**config.mk**
```make
export PLATFORM = sky130hd
export DESIGN_NAME = mem_port_arbiter_flat
export DESIGN_NICKNAME = d
export VERILOG_FILES = /design/src/rtl/mem_port_arbiter_if.sv /design/src/rtl/mem_port_arbiter.sv /design/src/flat_wrapper.sv
export SDC_FILE = /design/constraint.sdc
export NUM_CORES = 1
export LEC_CHECK = 0
export CORE_AREA = 2 2 104 106
export CTS_CLUSTER_SIZE = 40
export DETAILED_ROUTE_END_ITERATION = 10
export DIE_AREA = 0 0 106 108
export GPL_TIMING_DRIVEN = 1
export PLACE_DENSITY = 0.8
export SYNTH_ARGS = -nofsm -noshare
export SYNTH_HDL_FRONTEND = slang
export SYNTH_SLANG_ARGS = --single-unit
export TNS_END_PERCENT = 50
```
**constraint.sdc**
```tcl
create_clock -name clk -period 2.8 [get_ports clk]
set_input_delay 0.28 -clock clk [delete_from_list [all_inputs] [get_ports clk]]
set_output_delay 0.28 -clock clk [all_outputs]
set_load 0.03 [all_outputs]
```
**src/rtl/mem_port_arbiter_if.sv**
```systemverilog
// mem_port_arbiter_if: handshake and memory bus between the pipeline
// requesters (fetch, data), the arbiter and the single-port memory.
//   slave  modport : arbiter side (takes requests, drives grants/returns/memory)
//   master modport : pipeline/memory side (drives requests and mem_rddata)
// Parameters DW/AW must match the arbiter instance.
interface mem_port_arbiter_if #(
  parameter int DW = 32,
  parameter int AW = 32
);
  // fetch port
  logic          if_req;
  logic [AW-1:0] if_addr;
  logic          if_flush;
  logic          halt;
  logic          if_gnt;
  logic          if_rvalid;
  logic [DW-1:0] if_rdata;
  // data port
  logic          d_req;
  logic          d_we;
  logic [AW-1:0] d_addr;
  logic [DW-1:0] d_wdata;
  logic          d_gnt;
  logic          d_rvalid;
  logic [DW-1:0] d_rdata;
  // memory side
  logic [AW-1:0] mem_addr;
  logic [DW-1:0] mem_wdata;
  logic          mem_wren;
  logic [DW-1:0] mem_rddata;
  // pipeline stall hint
  logic          busy;

  modport slave (
    input  if_req, if_addr, if_flush, halt,
    input  d_req, d_we, d_addr, d_wdata,
    input  mem_rddata,
    output if_gnt, if_rvalid, if_rdata,
    output d_gnt, d_rvalid, d_rdata,
    output mem_addr, mem_wdata, mem_wren,
    output busy
  );

  modport master (
    output if_req, if_addr, if_flush, halt,
    output d_req, d_we, d_addr, d_wdata,
    output mem_rddata,
    input  if_gnt, if_rvalid, if_rdata,
    input  d_gnt, d_rvalid, d_rdata,
    input  mem_addr, mem_wdata, mem_wren,
    input  busy
  );
endinterface

```
**src/rtl/mem_port_arbiter.sv**
```systemverilog
// mem_port_arbiter: shares one single-port instruction/data memory between
// the fetch stage and the memory stage of the MIPS32 pipeline.
//   clk  : clock, all state on rising edge
//   rst  : synchronous active-high reset
//   bus  : mem_port_arbiter_if.slave
//          fetch  : if_req/if_addr/if_flush/halt in, if_gnt/if_rvalid/if_rdata out
//          data   : d_req/d_we/d_addr/d_wdata in, d_gnt/d_rvalid/d_rdata out
//          memory : mem_addr/mem_wdata/mem_wren out, mem_rddata in
//          busy   : registered, high while a read is outstanding
// Data wins arbitration over fetch (older instruction). Stores complete in
// the grant cycle; reads hold the port for RD_LATENCY cycles and return on
// a one-cycle rvalid pulse to the owner.
// Optional: define STARVE_GUARD_EN to let fetch in after MAX_STREAK
// consecutive data grants taken while fetch was waiting.
module mem_port_arbiter #(
  parameter int DW         = 32,
  parameter int AW         = 32,
  parameter int RD_LATENCY = 1,
  parameter int MAX_STREAK = 4
) (
  input  logic              clk,
  input  logic              rst,
  mem_port_arbiter_if.slave bus
);

  if (RD_LATENCY < 1 || RD_LATENCY > 15) begin : g_bad_lat
    $error("RD_LATENCY must be 1..15");
  end
  if (MAX_STREAK < 1 || MAX_STREAK > 15) begin : g_bad_streak
    $error("MAX_STREAK must be 1..15");
  end

  localparam logic [3:0] LAT = 4'(RD_LATENCY);

  typedef enum logic {S_IDLE, S_WAIT} state_t;

  state_t        state;
  logic [3:0]    lat_cnt;
  logic          owner_d;   // 1: outstanding read belongs to data port
  logic          drop;      // fetch return discarded by a flush
  logic          busy_q;
  logic          if_rvalid_q, d_rvalid_q;
  logic [DW-1:0] if_rdata_q, d_rdata_q;

  logic          fetch_ok, starve, gnt_d, gnt_f;
`ifdef STARVE_GUARD_EN
  localparam logic [3:0] STREAK_MAX = 4'(MAX_STREAK);
  logic [3:0]    streak;
`endif

  // Arbitration. A flush in the request cycle kills that cycle's fetch
  // grant, so the fetch address that lost the branch never reaches memory.
  always_comb begin
    fetch_ok = bus.if_req & ~bus.halt & ~bus.if_flush;
    starve   = 1'b0;
`ifdef STARVE_GUARD_EN
    starve   = fetch_ok & (streak >= STREAK_MAX);
`endif
    gnt_d    = ~rst & (state == S_IDLE) & bus.d_req & ~starve;
    gnt_f    = ~rst & (state == S_IDLE) & fetch_ok & ~gnt_d;
  end

  assign bus.d_gnt     = gnt_d;
  assign bus.if_gnt    = gnt_f;
  assign bus.mem_addr  = gnt_d ? bus.d_addr : (gnt_f ? bus.if_addr : '0);
  assign bus.mem_wren  = gnt_d & bus.d_we;
  assign bus.mem_wdata = (gnt_d & bus.d_we) ? bus.d_wdata : '0;
  assign bus.busy      = busy_q;
  assign bus.if_rvalid = if_rvalid_q;
  assign bus.d_rvalid  = d_rvalid_q;
  assign bus.if_rdata  = if_rdata_q;
  assign bus.d_rdata   = d_rdata_q;

  always_ff @(posedge clk) begin
    if (rst) begin
      state       <= S_IDLE;
      lat_cnt     <= '0;
      owner_d     <= 1'b0;
      drop        <= 1'b0;
      busy_q      <= 1'b0;
      if_rvalid_q <= 1'b0;
      d_rvalid_q  <= 1'b0;
      if_rdata_q  <= '0;
      d_rdata_q   <= '0;
    end else begin
      if_rvalid_q <= 1'b0;
      d_rvalid_q  <= 1'b0;
      case (state)
        S_IDLE: begin
          // stores finish in the grant cycle; only reads occupy the port
          if ((gnt_d & ~bus.d_we) | gnt_f) begin
            state   <= S_WAIT;
            lat_cnt <= LAT;
            owner_d <= gnt_d;
            drop    <= 1'b0;
            busy_q  <= 1'b1;
          end
        end
        S_WAIT: begin
          lat_cnt <= lat_cnt - 4'd1;
          if (~owner_d & bus.if_flush) drop <= 1'b1;
          if (lat_cnt == 4'd1) begin
            // capture cycle: mem_rddata is valid now
            state  <= S_IDLE;
            busy_q <= 1'b0;
            if (owner_d) begin
              d_rdata_q  <= bus.mem_rddata;
              d_rvalid_q <= 1'b1;
            end else if (~(drop | bus.if_flush)) begin
              if_rdata_q  <= bus.mem_rddata;
              if_rvalid_q <= 1'b1;
            end
          end
        end
        default: state <= S_IDLE;
      endcase
    end
  end

`ifdef STARVE_GUARD_EN
  // Counts data grants taken while fetch was eligible-but-waiting; saturates.
  always_ff @(posedge clk) begin
    if (rst)                         streak <= '0;
    else if (gnt_f | ~bus.if_req)    streak <= '0;
    else if (gnt_d & ~bus.halt & (streak != 4'hF))
                                     streak <= streak + 4'd1;
  end
`endif

endmodule

```
**src/flat_wrapper.sv**
```systemverilog
// flat-port wrapper written by rule: the top's interface ports become plain ports
module mem_port_arbiter_flat 
#(
  parameter int DW         = 32,
  parameter int AW         = 32,
  parameter int RD_LATENCY = 1,
  parameter int MAX_STREAK = 4
)
  (clk, rst, bus_if_req, bus_if_addr, bus_if_flush, bus_halt, bus_d_req, bus_d_we, bus_d_addr, bus_d_wdata, bus_mem_rddata, bus_if_gnt, bus_if_rvalid, bus_if_rdata, bus_d_gnt, bus_d_rvalid, bus_d_rdata, bus_mem_addr, bus_mem_wdata, bus_mem_wren, bus_busy);
  mem_port_arbiter_if #(.DW(DW), .AW(AW)) bus_i ();
  input  logic clk;
  input  logic rst;
  input wire logic [$bits(bus_i.if_req)-1:0] bus_if_req;
  input wire logic [$bits(bus_i.if_addr)-1:0] bus_if_addr;
  input wire logic [$bits(bus_i.if_flush)-1:0] bus_if_flush;
  input wire logic [$bits(bus_i.halt)-1:0] bus_halt;
  input wire logic [$bits(bus_i.d_req)-1:0] bus_d_req;
  input wire logic [$bits(bus_i.d_we)-1:0] bus_d_we;
  input wire logic [$bits(bus_i.d_addr)-1:0] bus_d_addr;
  input wire logic [$bits(bus_i.d_wdata)-1:0] bus_d_wdata;
  input wire logic [$bits(bus_i.mem_rddata)-1:0] bus_mem_rddata;
  output wire logic [$bits(bus_i.if_gnt)-1:0] bus_if_gnt;
  output wire logic [$bits(bus_i.if_rvalid)-1:0] bus_if_rvalid;
  output wire logic [$bits(bus_i.if_rdata)-1:0] bus_if_rdata;
  output wire logic [$bits(bus_i.d_gnt)-1:0] bus_d_gnt;
  output wire logic [$bits(bus_i.d_rvalid)-1:0] bus_d_rvalid;
  output wire logic [$bits(bus_i.d_rdata)-1:0] bus_d_rdata;
  output wire logic [$bits(bus_i.mem_addr)-1:0] bus_mem_addr;
  output wire logic [$bits(bus_i.mem_wdata)-1:0] bus_mem_wdata;
  output wire logic [$bits(bus_i.mem_wren)-1:0] bus_mem_wren;
  output wire logic [$bits(bus_i.busy)-1:0] bus_busy;
  assign bus_i.if_req = bus_if_req;
  assign bus_i.if_addr = bus_if_addr;
  assign bus_i.if_flush = bus_if_flush;
  assign bus_i.halt = bus_halt;
  assign bus_i.d_req = bus_d_req;
  assign bus_i.d_we = bus_d_we;
  assign bus_i.d_addr = bus_d_addr;
  assign bus_i.d_wdata = bus_d_wdata;
  assign bus_i.mem_rddata = bus_mem_rddata;
  assign bus_if_gnt = bus_i.if_gnt;
  assign bus_if_rvalid = bus_i.if_rvalid;
  assign bus_if_rdata = bus_i.if_rdata;
  assign bus_d_gnt = bus_i.d_gnt;
  assign bus_d_rvalid = bus_i.d_rvalid;
  assign bus_d_rdata = bus_i.d_rdata;
  assign bus_mem_addr = bus_i.mem_addr;
  assign bus_mem_wdata = bus_i.mem_wdata;
  assign bus_mem_wren = bus_i.mem_wren;
  assign bus_busy = bus_i.busy;
  mem_port_arbiter #(.DW(DW), .AW(AW), .RD_LATENCY(RD_LATENCY), .MAX_STREAK(MAX_STREAK)) u_core (.clk(clk), .rst(rst), .bus(bus_i));
endmodule
```
==> flow_metrics.env <==
export IMPL_insertion_delay_ns=0.33
export IMPL_period_share_pct=89.2
export IMPL_dieWidth_um=106
export IMPL_syn_inst=415
export IMPL_drc=0
export IMPL_fin_skew_ns=0.0160
export IMPL_critPathKind="flop to output port"
export IMPL_grt_max_degree=43
export IMPL_synth_seq_cells=74
export IMPL_ff_latch_area_um2=1480
export IMPL_crit_path_cell_trace="nor3b_2, buf_4, and3_1, clkdlybuf4s50_1"
export IMPL_drt_pass1_iter_count=5
export IMPL_final_common_cell="clkdlybuf4s50_1"
export IMPL_cts_root_buf="clkbuf_8"
export IMPL_critPathLaunchType="flop"
export IMPL_clk_pin_slew_ns=0.07
export IMPL_avgViaCountPerCell=5.35
export IMPL_r2r_end="u_core.bus.if_rdata[5]"
export IMPL_synth_top_cell_by_area="dfxtp_1"
export IMPL_netlist_area_um2=3390
export IMPL_ys_warn_count=0
export IMPL_post_cts_buffers=0
export IMPL_min_from="u_core.bus.busy"
export IMPL_fp_dieH_um=108
export IMPL_r2r_setup_slack_ns=0.68
export IMPL_worstReg2RegStart="u_core.state"
export IMPL_wl_um=15600
export IMPL_cts_hold_buf=0
export IMPL_critical_path_buf_inv_count=2
export IMPL_rows=37
export IMPL_antenna_found_initial=0
export IMPL_drive_gt1_share_pct=10.3
export IMPL_avgSynthCellArea_um2=8.18
export IMPL_post_dp_hpwl_um=12300
export IMPL_synthFlopType="dfxtp_1"
export IMPL_fillerInstances=854
export IMPL_fin_ws_ns=0.301
export IMPL_rsz0062_at_grt="false"
export IMPL_clk_path_buf_depth=2
export IMPL_cts_sinks=74
export IMPL_first_iter_violations=315
export IMPL_grt_pass1_wl_um=22000
export IMPL_die_area_um2=11400
export IMPL_hold_depth=1
export IMPL_wl_per_cell_um=19.5
export IMPL_final_cell_mix="clkdlybuf4s50_1 (234), dfxtp_1 (74), o21ai_0 (65), a21oi_1 (65), nand3_1 (64)"
export IMPL_core_area_um2=10200
export IMPL_finalHoldViolCount=0
export IMPL_leakage_nw=2.38
export IMPL_rr_worst_depth=4
export IMPL_worstMarginPinSlew_ns=1.06
export IMPL_place_congestion=0.807
export IMPL_grt_pass1_vias=3822
export IMPL_status="finished, final reports clean"
export IMPL_synthTopCellsByArea="dfxtp_1 (44%), a21oi_1 (9.6%), o21ai_0 (9.6%), nand3_1 (9.4%), a22o_1 (8.3%)"
export IMPL_dp_slack_ns=0.365
export IMPL_max_cap_violations=0
export IMPL_synth_edf_count=0
export IMPL_crit_family="buffers and inverters"
export IMPL_final_nets=794
export IMPL_crit_slowest_cell="clkdlybuf4s50_1"
export IMPL_htree_levels=3
export IMPL_hold_end="u_core.bus.busy"
export IMPL_area_delta_synth_final_pct=93.4
export IMPL_layout_min_cycle_time_ns=2.50
export IMPL_portBuffers=268
export IMPL_drv_slew=0
export IMPL_min_path_type="flop to flop"
export IMPL_cts_resized=0
export IMPL_synthArstFlopShare_pct=0
export IMPL_syn_num_nets=552
export IMPL_end_kind="output port"
export IMPL_netlist_area_leader_share_pct=43.6
export IMPL_multi_input_area_um2=1710
export IMPL_setup_viol=0
export IMPL_initial_core_util_pct=33.2
export IMPL_antenna_left=0
export IMPL_cts_tree="done"
export IMPL_insertedDiodeCount=0
export IMPL_overflow=0
export IMPL_yosysUniqueCellTypes=35
export IMPL_slowest_delay_ns=0.68
export IMPL_arrival_ns=2.22
export IMPL_max_slew_margin_pct=29.3
export IMPL_pwr_density_cell_nw_per_um2=383
export IMPL_numCtsBuffers=9
export IMPL_cp_max_fo=38
export IMPL_grt_usage_pct=25.5
export IMPL_vias=4260
export IMPL_ioPinCount=269
export IMPL_critPathRequiredTime_ns=2.52
export IMPL_fmax_mhz=400
export IMPL_fin_tns_setup_ns=0
export IMPL_peakVddDrop_mv=0.328
export IMPL_ys_seq_area_share_pct=43.6
[power by group]
| part | switching [mW] | internal (mW) |
|---|---|---|
| logic | 0.314 | 0.332 |
| clock network | 0.379 | 0.406 |
| registers | 0.0133 | 1.07 |
[worst max-delay path by stage]
stage          depth (start not counted)    startpoint  slack (ns)                 to
6_report                               4  u_core.state        0.30   bus_mem_wdata[5]
5_1_grt                                4  u_core.state        0.18  bus_mem_wdata[18]
4_1_cts                                4  u_core.state        0.30  bus_mem_wdata[18]
3_5_place_dp                           5     bus_d_req        0.37   bus_mem_wdata[5]
3_3_place_gp                           5     bus_d_req        0.43   bus_mem_wdata[9]
2_1_floorplan                          4  u_core.state        0.91   bus_mem_addr[22]
[cells in the mapped netlist (3+ instances only)]
library cell,number
o21ai_0,65
clkbuf_1,26
nand3_1,64
buf_1,3
dfxtp_1,74
buf_2,19
and3_1,32
a22o_1,32
nor3_1,5
a21oi_1,65
inv_1,3
[sequential cells by signal, summed over array words and instances (netlist names)]
signal,flops
u_core.state,1
u_core.drop,1
u_core.bus.busy,1
u_core.bus.if_rvalid,1
u_core.bus.if_rdata,32
u_core.owner_d,1
u_core.bus.d_rdata,32
u_core.lat_cnt,4
u_core.bus.d_rvalid,1
[worst register-to-register path, cell delays in order, from the launching register on]
cell and delay (ns):
dfxtp_1 0.58, nand4bb_2 0.60, buf_4 0.49, o21ai_0 0.23, a21oi_1 0.10
[cell families (layout without fill, tap and decap cells)]
logic type,after synthesis,after routing,share of synthesized area (%)
buffers and inverters,52,298,6.49
and+or+nand+nor,116,116,19.7
AOI/OAI and AO/OA,169,169,28.9
xor gates and xnor gates,2,2,0.516
DFF,74,74,43.6
adders and majority gates,2,2,0.737
[stage by stage]
step	area [µm²]	total power [mW]	hold slack, ns	util [%]	instances
final	6570	2.51	0.459	64.2	797
after global routing	6570	2.60	0.489	64.2	797
after CTS	6570	2.52	0.457	64.2	797
after detailed placement	6380	1.75	0.444	62.4	782
after global placement	6380	1.74	0.440	62.4	782
after floorplan	3390	1.35	0.428	-	415
[per-layer routing]
layer / vias up / part of all wire (%) / track usage [%]
li1: 2011 / - / -
met4: 0 / 5.1 / 14.0
met1: 1974 / 38 / 30.8
met3: 37 / 9.1 / 6.33
met2: 238 / 48 / 41.8
met5: - / 0 / 0
[final cells by class]
cell class	instances	area share [%]
inverter	3	0.172
sequential	74	22.6
clock inverter	5	0.858
clock buffer	10	1.94
tap	136	2.59
timing repair buffer	280	45.9
multi-input combinational	289	26.0
No activity file was read; power rests on OpenSTA's default activity.
